==> src/rtl/grant_pkg.sv <==
// Shared types and constants for the 8-way round-robin grant scheduler.
package grant_pkg;

  localparam int unsigned NREQ = 8;
  localparam int unsigned IDW  = 3;

  typedef enum logic [0:0] {
    StIdle,
    StGrant
  } state_e;

endpackage

==> src/rtl/decoder.sv <==
// 3-to-8 one-hot decoder with enable; all-zero output when disabled.
module decoder
  import grant_pkg::*;
(
  input  logic            en,
  input  logic [IDW-1:0]  a,
  output logic [NREQ-1:0] y
);

  // Expand the index to a single hot bit when enabled.
  always_comb begin
    y = '0;
    if (en) begin
      y[a] = 1'b1;
    end
  end

endmodule

==> src/rtl/grant_scheduler8.sv <==
// Round-robin scheduler for one shared 8-way resource: registered one-hot grant,
// done/request-drop/enable release and hold-limit timeout with a preempt pulse.
module grant_scheduler8
  import grant_pkg::*;
#(
  parameter int unsigned MAX_HOLD = 16,
  parameter int unsigned HCW      = $clog2(MAX_HOLD + 1)
) (
  input  logic            clk,
  input  logic            rst_n,
  input  logic            enable,
  input  logic [NREQ-1:0] req,
  input  logic            done,
  output logic [NREQ-1:0] gnt,
  output logic            gnt_valid,
  output logic [IDW-1:0]  gnt_id,
  output logic            preempt
);

  // MAX_HOLD=0 yields a zero-width counter; keep at least one bit so the code stays legal.
  localparam int unsigned CW = (HCW == 0) ? 1 : HCW;

  state_e          state_q, state_d;
  logic [IDW-1:0]  ptr_q, ptr_d;
  logic [CW-1:0]   hold_q, hold_d;
  logic [NREQ-1:0] gnt_q, gnt_d;
  logic            gnt_valid_q;
  logic [IDW-1:0]  gnt_id_q, gnt_id_d;
  logic            preempt_q, preempt_d;

  logic            issue;
  logic [IDW-1:0]  winner;
  logic [NREQ-1:0] dec_y;
  logic            exit_norm;
  logic            timeout;

  // First set request at or above p, wrapping 7 -> 0; returns p when nothing is set.
  function automatic logic [IDW-1:0] rr_pick(input logic [NREQ-1:0] r,
                                             input logic [IDW-1:0]  p);
    logic [IDW-1:0] idx;
    logic           found;
    rr_pick = p;
    found   = 1'b0;
    for (int i = 0; i < NREQ; i++) begin
      idx = p + IDW'(i);
      if (!found && r[idx]) begin
        rr_pick = idx;
        found   = 1'b1;
      end
    end
  endfunction

  assign winner = rr_pick(req, ptr_q);

  decoder u_decoder (
    .en (issue),
    .a  (winner),
    .y  (dec_y)
  );

  // Release causes; a normal release always masks the timeout as the reported cause.
  always_comb begin
    exit_norm = done | ~req[gnt_id_q] | ~enable;
    timeout   = (MAX_HOLD != 0) && (hold_q == CW'(MAX_HOLD));
  end

  // Next-state and registered-output computation.
  always_comb begin
    state_d   = state_q;
    ptr_d     = ptr_q;
    hold_d    = hold_q;
    gnt_id_d  = gnt_id_q;
    gnt_d     = '0;
    preempt_d = 1'b0;
    issue     = 1'b0;
    unique case (state_q)
      StIdle: begin
        if (enable && (req != '0)) begin
          issue    = 1'b1;
          gnt_id_d = winner;
          gnt_d    = dec_y;
          hold_d   = CW'(1);
          state_d  = StGrant;
        end
      end
      StGrant: begin
        if (exit_norm || timeout) begin
          ptr_d     = gnt_id_q + IDW'(1);
          hold_d    = '0;
          preempt_d = timeout & ~exit_norm;
          state_d   = StIdle;
        end else begin
          gnt_d = gnt_q;
          if ((MAX_HOLD == 0) || (hold_q != CW'(MAX_HOLD))) begin
            hold_d = hold_q + CW'(1);
          end
        end
      end
      default: state_d = StIdle;
    endcase
  end

  // State and output registers; async reset clears the grant without a clock.
  always_ff @(posedge clk or negedge rst_n) begin
    if (!rst_n) begin
      state_q     <= StIdle;
      ptr_q       <= '0;
      hold_q      <= '0;
      gnt_q       <= '0;
      gnt_valid_q <= 1'b0;
      gnt_id_q    <= '0;
      preempt_q   <= 1'b0;
    end else begin
      state_q     <= state_d;
      ptr_q       <= ptr_d;
      hold_q      <= hold_d;
      gnt_q       <= gnt_d;
      gnt_valid_q <= |gnt_d;
      gnt_id_q    <= gnt_id_d;
      preempt_q   <= preempt_d;
    end
  end

  assign gnt       = gnt_q;
  assign gnt_valid = gnt_valid_q;
  assign gnt_id    = gnt_id_q;
  assign preempt   = preempt_q;

endmodule

==> config.mk <==
export PLATFORM = sky130hd
export DESIGN_NAME = grant_scheduler8
export DESIGN_NICKNAME = d
export VERILOG_FILES = /design/src/rtl/grant_pkg.sv /design/src/rtl/decoder.sv /design/src/rtl/grant_scheduler8.sv
export SDC_FILE = /design/constraint.sdc
export NUM_CORES = 1
export LEC_CHECK = 0
export ABC_AREA = 1
export BUFFER_PORTS_ARGS = -buffer_cell sky130_fd_sc_hd__buf_4
export CORE_UTILIZATION = 50
export DETAILED_ROUTE_END_ITERATION = 16
export PLACE_DENSITY_LB_ADDON = 0.08
export SYNTH_ARGS = -nofsm -noshare
export SYNTH_HDL_FRONTEND = slang
export SYNTH_SLANG_ARGS = --single-unit
==> constraint.sdc <==
create_clock -name clk -period 3.8 [get_ports clk]
set_input_delay 0.76 -clock clk [delete_from_list [all_inputs] [get_ports clk]]
set_output_delay 0.76 -clock clk [all_outputs]
set_load 0.02 [all_outputs]
==> flow_metrics.env <==
export IMPL_status="finished, final reports clean"
export IMPL_path_common_cell="nor2_1"
export IMPL_ant_nets=0
export IMPL_synth_edff_count=0
export IMPL_fp_dieW_um=63.7
export IMPL_slew_violations=0
export IMPL_m1WireLength_mm=2.10
export IMPL_synth_nets=314
export IMPL_topRoutingLayerUsed="met4"
export IMPL_ir_drop_mv=0.459
export IMPL_grt_antenna_before_repair=0
export IMPL_hp_class="input port to async pin"
export IMPL_setup_viol=0
export IMPL_endpoint_kind="register"
export IMPL_holdWs_ns=0.368
export IMPL_grt_pass1_wl_mm=8.02
export IMPL_ys_types=28
export IMPL_yosysTopAreaCell="dfrtp_1"
export IMPL_post_route_period_util=0.882
export IMPL_yosysSeqAreaShare=0.290
export IMPL_p_switching_uw=1250
export IMPL_reg2reg_from="ptr_q[0]$_DFFE_PN0P_"
export IMPL_pwr_share_clk=0.079
export IMPL_synth_most_common_cell="nand2_1"
export IMPL_cp_required_ns=3.96
export IMPL_cp_startpoint="ptr_q[0]$_DFFE_PN0P_"
export IMPL_reg2reg_depth=18
export IMPL_cellPowerDensity_nw_per_um2=996
export IMPL_p_seq_frac=0.188
export IMPL_hold_viol=0
export IMPL_max_freq_mhz=298
export IMPL_power_frac_comb=0.733
export IMPL_nets=339
export IMPL_final_setup_tns_ns=0
export IMPL_reg2reg_setup_slack_ns=0.45
export IMPL_dieArea_um2=4050
export IMPL_areaGrowthSynthToFinish_pct=13.9
export IMPL_vias_per_cell=5.21
export IMPL_worstSetupPathType="register to register"
export IMPL_layout_min_cycle_time_ns=3.35
export IMPL_grt_setup_unrepaired="false"
export IMPL_first_global_vias=1827
export IMPL_drt_pass1_iter_count=4
export IMPL_synth_area_leaders="dfrtp_1 29%, nand2_1 19%, nand3_1 10%, nor2_1 5.9%, nand2_2 5.3%"
export IMPL_wl_per_cell_um=12.6
export IMPL_overflow=0
export IMPL_coreArea_um2=3660
export IMPL_cts_hold_buffers=0
export IMPL_crit_fanout=14
export IMPL_synth_area_um2=1900
export IMPL_clock_latency_ns=0.27
export IMPL_grt_max_degree=23
export IMPL_dpl_cell_area_um2=2110
export IMPL_drt_total_wl_mm=4.66
export IMPL_drc_errors=0
export IMPL_gp_congestion=0.903
export IMPL_drive_above_1_share=0.206
export IMPL_p_leak_uw=0.00116
export IMPL_vias=1924
export IMPL_yosys_warnings=0
export IMPL_initial_core_util=0.519
export IMPL_maxCapViolCount=0
export IMPL_async_flop_share=1.00
export IMPL_worstMarginPinSlew_ns=0.589
export IMPL_r2r_end="gnt_valid$_DFF_PN0_"
export IMPL_antennaDiodeCount=0
export IMPL_slew_headroom=0.603
export IMPL_cts_buffer_depth=2
export IMPL_clk_pin_slew_worst_paths_ns=0.08
export IMPL_crit_end="gnt_valid$_DFF_PN0_"
export IMPL_dp_hpwl_mm=3.71
export IMPL_numCtsBuffers=3
export IMPL_yosys_most_used_dff="dfrtp_1"
export IMPL_synth_common_cells="98 x nand2_1, 39 x nand3_1, 30 x nor2_1"
export IMPL_fin_skew_ns=0.00622
export IMPL_cp_slowest_cell="dfrtp_1"
export IMPL_htreeDepth=1
export IMPL_die_h_um=63.7
export IMPL_wl_met3_um=152
export IMPL_stdcell_area_um2=2160
export IMPL_grt_total_usage=0.253
export IMPL_synth_cells=297
export IMPL_cts_root_buffer="clkbuf_8"
export IMPL_max_stage_delay_ns=0.62
export IMPL_start_kind="register"
export IMPL_netSwitchingFraction=0.579
export IMPL_io_pins=25
export IMPL_cts_resized=0
export IMPL_cp_cell_sequence="inv_2 -> ha_1 -> inv_1 -> nand3_1 -> nand3_1 -> nand2_2 -> nor2_2 -> nand4_1 -> nor2_2 -> nand3_2 -> nor2_1 -> inv_1 -> nand2_2 -> nor2_1 -> a21oi_1 -> nand2_1 -> nor2_1 -> nand2_1"
export IMPL_p_int_uw=907
export IMPL_met2_length_mm=2.33
export IMPL_cts_sinks=22
export IMPL_postCtsSetupBuffers=0
export IMPL_num_rows=22
export IMPL_first_iter_violations=114
export IMPL_postSynthAreaPerCell_um2=6.40
export IMPL_yosysTopAreaCellShare=0.290
export IMPL_cts_tree="built"
export IMPL_ys_ff_latch=22
export IMPL_port_buffer_count=24
export IMPL_worstPathArrival_ns=3.51
## worst max-delay path, delay by kind of cell, from the launching register on
| family | cells | cell delay (ns) |
|---|---|---|
| compound gates | 1 | 0.18 |
| fa+ha+maj | 1 | 0.44 |
| buf+inv | 3 | 0.52 |
| flops | 1 | 0.62 |
| simple gates | 13 | 1.48 |
## metal layers
layer  GRT usage  up-vias
li1            -     1000
met1       0.309      880
met2       0.467       37
met3      0.0163        7
met4      0.0824        0
met5           0        -
## per-stage QoR
stage          setup WS, ns  std cells  power [uW]   util
2_1_floorplan          1.20        297        1630      -
3_3_place_gp          0.613        365        1970  0.576
3_5_place_dp          0.564        365        1970  0.576
4_1_cts               0.528        369        2150  0.591
5_1_grt               0.154        369        2390  0.591
6_report              0.447        369        2160  0.591
## power by group through the flow
stage          registers (uW)  logic, uW  clock network, uW
2_1_floorplan             420       1210                  0
3_3_place_gp              406       1560                  0
3_5_place_dp              408       1570                  0
4_1_cts                   403       1580                174
5_1_grt                   415       1790                182
6_report                  404       1580                171
## placed cells by master (no fill, tap or decap)
cell type | Yosys | final
nand3_4 | 1 | 1
nand3_1 | 39 | 39
o32ai_1 | 1 | 1
nor4_1 | 2 | 2
o21ai_0 | 11 | 11
nand2_4 | 2 | 2
nand3_2 | 6 | 6
nor4b_1 | 1 | 1
nand4_1 | 4 | 4
nor2_4 | 1 | 1
a21oi_1 | 6 | 6
clkbuf_8 | 0 | 4
dfrtp_1 | 22 | 22
buf_4 | 2 | 24
ha_1 | 5 | 5
nor3_1 | 2 | 2
xor2_1 | 5 | 5
o21bai_2 | 1 | 1
a32oi_1 | 1 | 1
clkinv_1 | 1 | 1
o21ai_1 | 1 | 1
inv_2 | 8 | 8
inv_1 | 26 | 26
nor2_1 | 30 | 30
nand2_2 | 16 | 16
nand2_1 | 98 | 98
nor2_2 | 3 | 3
## kinds of logic (layout without fill, tap and decap cells)
kind of cell    Yosys count  after routing  share of synthesized area
simple gates            205            205                      0.506
buf+inv                  39             63                     0.0856
flops                    22             22                      0.290
compound gates           21             21                     0.0625
fa+ha+maj                 5              5                     0.0329
xor+xnor                  5              5                     0.0230
## state kept, by name, summed over array words and instances (netlist names)
register / cells
state_q: 1
gnt_valid: 1
gnt_id: 3
preempt: 1
ptr_q: 3
gnt: 8
hold_q: 5
## cell type report
class	count	area, um2
multi-input cells	236	1190
flip-flops and latches	22	551
well taps	48	60.1
clock buffers	4	55.1
repair buffers	24	180
inverters	35	131
fillers	374	1500
## worst min-delay path by stage
| stage | to | start | slack (ns) | cells after the start |
|---|---|---|---|---|
| floorplan | gnt[0]$_DFF_PN0_ | rst_n | 0.46 | 0 |
| global placement | gnt[7]$_DFF_PN0_ | gnt[7]$_DFF_PN0_ | 0.49 | 2 |
| detailed placement | gnt[5]$_DFF_PN0_ | gnt[5]$_DFF_PN0_ | 0.49 | 2 |
| CTS | ptr_q[0]$_DFFE_PN0P_ | rst_n | 0.38 | 1 |
| global route | ptr_q[0]$_DFFE_PN0P_ | rst_n | 0.39 | 1 |
| finish | ptr_q[0]$_DFFE_PN0P_ | rst_n | 0.37 | 1 |
(Power assumes the default switching activity.)
